`src/rtl/wm_pkg.sv`:
```
`default_nettype none
// ============================================================================
// wm_pkg : panel state encoding and controller phase timing shared by the
//          washing-machine front-panel sequencer.
// Revision: 1.0
// ============================================================================
package wm_pkg;

   typedef enum logic [2:0] {
      ST_IDLE     = 3'd0,
      ST_ARM      = 3'd1,
      ST_RUN      = 3'd2,
      ST_PAUSED   = 3'd3,
      ST_COMPLETE = 3'd4,
      ST_FAULT    = 3'd5
   } panel_state_t;

   // Controller phase durations in seconds (one tick per second).
   localparam int FILL_S  = 60;
   localparam int DRAIN_S = 120;
   localparam int WASH_S  = 300;
   localparam int SPIN_S  = 600;

   // Double wash with dry: fill, two wash+spin passes, drain.
   localparam int LONGEST_CYCLE_S = FILL_S + DRAIN_S + 2 * (WASH_S + SPIN_S);

endpackage
`default_nettype wire

```
`src/rtl/wm_debounce.sv`:
```
`default_nettype none
// ============================================================================
// wm_debounce : counter debouncer producing a clean level and a one-cycle
//               rising-edge press event.
// Revision: 1.0
// ============================================================================
module wm_debounce #(
   parameter int DEBOUNCE_CNT = 2
) (
   input  logic clk,
   input  logic rst_n,
   input  logic btn,
   output logic level,
   output logic press
);

   localparam int CW = $clog2(DEBOUNCE_CNT + 1);
   localparam logic [CW-1:0] LIMIT = CW'(DEBOUNCE_CNT);

   logic [CW-1:0] cnt;
   logic [CW-1:0] cnt_inc;

   assign cnt_inc = cnt + CW'(1);

   always_ff @(posedge clk) begin
      if (!rst_n) begin
         level <= 1'b0;
         cnt   <= '0;
         press <= 1'b0;
      end else begin
         press <= 1'b0;
         if (btn != level) begin
            if (cnt_inc == LIMIT) begin
               level <= ~level;
               cnt   <= '0;
               press <= ~level;
            end else begin
               cnt <= cnt_inc;
            end
         end else begin
            cnt <= '0;
         end
      end
   end

endmodule
`default_nettype wire

```
`src/rtl/wm_panel_ctrl.sv`:
```
`default_nettype none
// ============================================================================
// wm_panel_ctrl : front-panel sequencer driving the washing-machine
//                 controller's start/done interface with ack and watchdog.
// Revision: 1.0
// ============================================================================
module wm_panel_ctrl
   import wm_pkg::*;
#(
   parameter int DEBOUNCE_CNT = 2,
   parameter int ACK_TIMEOUT  = 4,
   parameter int WATCHDOG_CNT = 2100
) (
   input  logic       clk,
   input  logic       rst_n,
   input  logic       btn_start,
   input  logic       btn_pause,
   input  logic       sw_double,
   input  logic       sw_dry,
   input  logic       wm_done,
   output logic       start,
   output logic       double_wash,
   output logic       dry_wash,
   output logic       time_pause,
   output logic       busy,
   output logic       done_led,
   output logic       fault,
   output logic [7:0] cycle_count
);

   localparam int ACK_W = $clog2(ACK_TIMEOUT + 1);
   localparam int WD_W  = $clog2(WATCHDOG_CNT + 1);
   localparam logic [ACK_W-1:0] ACK_LIMIT = ACK_W'(ACK_TIMEOUT);
   localparam logic [WD_W-1:0]  WD_LIMIT  = WD_W'(WATCHDOG_CNT);

   generate
      if (WATCHDOG_CNT <= LONGEST_CYCLE_S) begin : g_wd_check
         $error("WATCHDOG_CNT must exceed the longest legal wash cycle");
      end
   endgenerate

   panel_state_t     state, state_nxt;
   logic             start_level, pause_level, start_press, pause_press;
   logic [ACK_W-1:0] ack_cnt, ack_inc;
   logic [WD_W-1:0]  wd_cnt, wd_inc;
   logic             seen_low, ack_pending, completed, ack_expired, wd_expired;
   logic             latch_opts, enter_complete;
   logic             unused_levels;

   wm_debounce #(.DEBOUNCE_CNT(DEBOUNCE_CNT)) u_db_start (
      .clk(clk), .rst_n(rst_n), .btn(btn_start), .level(start_level), .press(start_press)
   );

   wm_debounce #(.DEBOUNCE_CNT(DEBOUNCE_CNT)) u_db_pause (
      .clk(clk), .rst_n(rst_n), .btn(btn_pause), .level(pause_level), .press(pause_press)
   );

   assign unused_levels = start_level ^ pause_level;

   assign ack_inc        = ack_cnt + ACK_W'(1);
   assign wd_inc         = wd_cnt + WD_W'(1);
   assign ack_pending    = !seen_low && wm_done;
   assign completed      = wm_done && seen_low;
   assign ack_expired    = ack_pending && (ack_inc == ACK_LIMIT);
   assign wd_expired     = (wd_inc == WD_LIMIT);
   assign enter_complete = (state_nxt == ST_COMPLETE) && (state != ST_COMPLETE);

   always_ff @(posedge clk) begin
      if (!rst_n) state <= ST_IDLE;
      else        state <= state_nxt;
   end

   always_comb begin
      state_nxt  = state;
      latch_opts = 1'b0;
      start      = 1'b0;
      time_pause = 1'b0;
      busy       = 1'b0;
      done_led   = 1'b0;
      fault      = 1'b0;
      case (state)
         ST_IDLE, ST_COMPLETE: begin
            done_led = (state == ST_COMPLETE);
            if (start_press) begin
               state_nxt  = ST_ARM;
               latch_opts = 1'b1;
            end
         end
         ST_ARM: begin
            start     = 1'b1;
            busy      = 1'b1;
            state_nxt = ST_RUN;
         end
         ST_RUN: begin
            busy = 1'b1;
            // Completion outranks a timeout expiring on the same edge.
            if (completed)                       state_nxt = ST_COMPLETE;
            else if (ack_expired || wd_expired)  state_nxt = ST_FAULT;
            else if (pause_press)                state_nxt = ST_PAUSED;
         end
         ST_PAUSED: begin
            busy       = 1'b1;
            time_pause = 1'b1;
            if (completed)        state_nxt = ST_COMPLETE;
            else if (pause_press) state_nxt = ST_RUN;
         end
         ST_FAULT: begin
            fault = 1'b1;
         end
         default: state_nxt = ST_IDLE;
      endcase
   end

   always_ff @(posedge clk) begin
      if (!rst_n) begin
         ack_cnt  <= '0;
         wd_cnt   <= '0;
         seen_low <= 1'b0;
      end else if (state == ST_ARM) begin
         ack_cnt  <= '0;
         wd_cnt   <= '0;
         seen_low <= 1'b0;
      end else if (state == ST_RUN) begin
         wd_cnt <= wd_inc;
         if (!wm_done)    seen_low <= 1'b1;
         if (ack_pending) ack_cnt  <= ack_inc;
      end
   end

   always_ff @(posedge clk) begin
      if (!rst_n) begin
         double_wash <= 1'b0;
         dry_wash    <= 1'b0;
      end else if (latch_opts) begin
         double_wash <= sw_double;
         dry_wash    <= sw_dry;
      end else if (state_nxt == ST_COMPLETE || state_nxt == ST_FAULT) begin
         double_wash <= 1'b0;
         dry_wash    <= 1'b0;
      end
   end

   always_ff @(posedge clk) begin
      if (!rst_n)                                      cycle_count <= 8'd0;
      else if (enter_complete && cycle_count != 8'hFF) cycle_count <= cycle_count + 8'd1;
   end

endmodule
`default_nettype wire

```
`config.mk`:
```
export PLATFORM = sky130hd
export DESIGN_NAME = wm_panel_ctrl
export DESIGN_NICKNAME = d
export VERILOG_FILES = /design/src/rtl/wm_pkg.sv /design/src/rtl/wm_debounce.sv /design/src/rtl/wm_panel_ctrl.sv
export SDC_FILE = /design/constraint.sdc
export NUM_CORES = 1
export LEC_CHECK = 0
export ABC_CLOCK_PERIOD_IN_PS = 2300
export BUFFER_PORTS_ARGS = -buffer_cell sky130_fd_sc_hd__buf_2
export CAP_MARGIN = 5
export CORE_ASPECT_RATIO = 0.5
export CORE_MARGIN = 5
export CORE_UTILIZATION = 57
export DETAILED_ROUTE_END_ITERATION = 16
export PLACE_DENSITY_LB_ADDON = 0.1
export SYNTH_ARGS = -nofsm -noshare
export SYNTH_HDL_FRONTEND = slang
export SYNTH_SLANG_ARGS = --single-unit
```
`constraint.sdc`:
```
create_clock -name clk -period 2.3 [get_ports clk]
set_input_delay 0.23 -clock clk [delete_from_list [all_inputs] [get_ports clk]]
set_output_delay 0.23 -clock clk [all_outputs]
set_load 0.01 [all_outputs]
```
==> impl_metrics.json <==
{
  "switching_share_pct": 22.2,
  "utilization_pct": 68.1,
  "worstSkewPairLatency_ns": 0.29,
  "hold_depth": 3,
  "holdWs_ns": 0.220,
  "layout_common_cells": "dfxtp_1, nor2_1, buf_2",
  "crit_slowest_cell": "or4_1",
  "cp.required_ns": 2.52,
  "port-buffer-count": 21,
  "cpPeakStageDelay_ns": 0.48,
  "worstPathCellList": "ha_1 > nand4b_1 > nor3_2 > nand4_2 > a311o_2 > or4_1 > a21oi_1",
  "antenna_cells": 0,
  "combPwrFrac_pct": 4.5,
  "status": "complete, no violations",
  "rsz0062_at_grt": "no",
  "clock_path_buffers": 2,
  "setup_viol": 0,
  "synth_nets": 218,
  "timing.fmax_mhz": 455,
  "peakVddDrop_uv": 365,
  "r2r-end": "cycle_count[7]",
  "ys_seq_elements": 37,
  "routed_wl_um": 3420,
  "die_w_um": 89.3,
  "antenna_found_initial": 0,
  "hold_path.startpoint": "btn_start",
  "worst-r2r-setup-slack_ns": 0.10,
  "syn_area_per_cell_um2": 8.73,
  "cts_max_level": 2,
  "fin_skew_ns": 0.00739,
  "io_pins": 22,
  "grt.met1_usage_pct": 20.6,
  "gr-total-overflow": 0,
  "dr.pass1.iters": 4,
  "pwr-share-clk_pct": 37.6,
  "grt-busiest-layer": "met2",
  "worstSetupPathType": "flop to flop",
  "reg2reg_depth": 7,
  "instances_no_fill": 272,
  "yosys_warnings": 0,
  "hpwl_um": 2400,
  "die_area_mm2": 0.00443,
  "grt_usage_pct": 16.3,
  "worst-endpoint-arrival_ns": 2.41,
  "start_util_pct": 59.4,
  "place.gp.congestion": 0.825,
  "vias_per_cell": 5.50,
  "fp.dieH_um": 49.6,
  "syn_area_mm2": 0.00179,
  "hold_path_end": "u_db_start.level",
  "drv_slew": 0,
  "yosysTopAreaCell": "dfxtp_1",
  "report.final.hold_viol_count": 0,
  "tightestPinTransition_ns": 0.592,
  "dp_cells": 262,
  "final_common_cell": "dfxtp_1",
  "maxSlewHeadroom_pct": 60.5,
  "seqPwrFrac_pct": 57.9,
  "grt_max_degree": 17,
  "grt_pass1_vias": 1315,
  "cts_buffers": 5,
  "fin_crit_ns": 2.20,
  "cp_max_fo": 6,
  "drive_above_1_share_pct": 20.3,
  "multi_input_comb_area_um2": 997,
  "synth.distinct_cells": 39,
  "leakagePower_nw": 0.856,
  "yosys-top-cells-area": "dfxtp_1, nor2_1, xor2_1",
  "switching_power_w": 0.000251,
  "fillers": 260,
  "post-route-drc-count": 0,
  "dr.first_iter.drc_count": 56,
  "grt_pass1_wl_um": 5680,
  "rows": 14,
  "max-cap-violations": 0,
  "cts.sinks": 37,
  "ant_nets": 0,
  "cts_tree": "yes",
  "yosysSeqAreaShare_pct": 41.4,
  "num_vias": 1495,
  "internal_power_w": 0.000881,
  "seq_area_um2": 741,
  "num-nets-final": 244,
  "gr-usage-met3_pct": 5.82,
  "grtUsageMet2_pct": 25.3,
  "synth_top_area_share_pct": 41.4,
  "r2r_start": "wd_cnt[0]",
  "period_share_pct": 95.5,
  "cts_root_buf": "clkbuf_8",
  "core-area_mm2": 0.00301,
  "setup_tns_ns": 0,
  "powerDensity_mw_per_mm2": 552,
  "syn_to_final_growth_pct": 14.5,
  "hold_class": "input port to flop",
  "end_kind": "flop",
  "synth_cells": 205,
  "drt-wirelength-per-cell_um": 12.6,
  "critPathLaunchType": "flop",
  "path_clk_slew_ns": 0.07
}
-- metrics by stage --
stage	power, W	setup WS (ns)	area (um^2)
after floorplan	0.000708	0.199	1790
after global placement	0.000719	0.0985	1930
after detailed placement	0.000721	0.00903	1930
after CTS	0.00115	0.0151	2010
after global routing	0.00120	0.00485	2050
final	0.00113	0.105	2050
-- critical path: cells and delay by family, from the launching register on --
kind | cells | cell delay [ns]
AO/OA/AOI/OAI | 2 | 0.61
flip-flops | 1 | 0.38
adder cells (fa/ha/maj) | 1 | 0.21
AND/OR/NAND/NOR | 4 | 0.92
-- routing by layer --
metal  up-vias  wire length, um
met5         -                0
met4         0               39
met3         5              194
met2        33             1530
met1       692             1650
li1        765                -
-- power by group through the flow --
stage | clock network (W) | registers, W | logic (W)
2_1_floorplan | 0 | 0.000670 | 0.0000379
3_3_place_gp | 0 | 0.000670 | 0.0000485
3_5_place_dp | 0 | 0.000671 | 0.0000500
4_1_cts | 0.000443 | 0.000656 | 0.0000502
5_1_grt | 0.000479 | 0.000657 | 0.0000587
6_report | 0.000426 | 0.000656 | 0.0000508
-- area by class of cell --
type,count,share of cell area (%)
clock buffers,6,3.54
clock inverters,2,0.488
inverters,8,1.46
multi-input cells,152,48.6
flip-flops and latches,37,36.1
well taps,40,2.44
repair buffers,27,7.32
-- kinds of logic after synthesis --
| family | count (synthesis) | share of synthesized area, % |
|---|---|---|
| mux | 7 | 3.91 |
| buf+inv | 17 | 4.68 |
| simple gates | 96 | 28.8 |
| flops | 37 | 41.4 |
| xor+xnor | 16 | 7.83 |
| fa+ha+maj | 6 | 4.19 |
| compound gates | 26 | 9.22 |
-- how the worst max path moves through the flow --
stage,start,endpoint,depth (start not counted)
after global placement,wd_cnt[0],cycle_count[4],7
after global routing,wd_cnt[0],cycle_count[4],7
after CTS,wd_cnt[0],cycle_count[7],7
after detailed placement,wd_cnt[0],cycle_count[7],7
final,wd_cnt[0],cycle_count[7],7
after floorplan,wd_cnt[0],cycle_count[3],8
-- synthesized netlist by cell type --
cell type,instances
inv_1,8
nor4_1,2
a21oi_1,12
or2b_2,1
ha_1,6
mux2i_1,7
nand4b_1,1
nor3b_2,1
xnor2_1,4
and3_1,7
nand3_1,9
nand4_2,2
nor3_1,2
clkbuf_1,5
a211oi_1,1
nand2b_1,4
nor4b_2,1
a41o_1,1
or3_1,4
and2_1,1
a31o_2,1
or4_1,4
buf_6,2
buf_4,1
and2_2,1
nor2_1,30
xor2_1,12
and4b_1,2
a2111oi_0,1
buf_2,1
a311o_1,1
dfxtp_1,37
nor2_2,1
a31oi_1,4
nand4_1,2
o31ai_1,4
o21ai_1,1
nand2_1,19
and2b_2,2
-- sequential cells by signal, summed over array words and instances (netlist names) --
name / cells
cycle_count: 8
u_db_start.press: 1
u_db_pause.cnt: 2
dry_wash: 1
state: 3
seen_low: 1
u_db_pause.press: 1
u_db_pause.level: 1
double_wash: 1
u_db_start.level: 1
ack_cnt: 3
wd_cnt: 12
u_db_start.cnt: 2
-- repair_timing --
item,4_1_cts,5_1_grt
gates cloned,0,1
gates resized for setup,1,3
setup endpoints to repair,1,8
setup buffers,0,1
pin swaps,0,2
hold buffers,0,0
(Power assumes the default switching activity.)
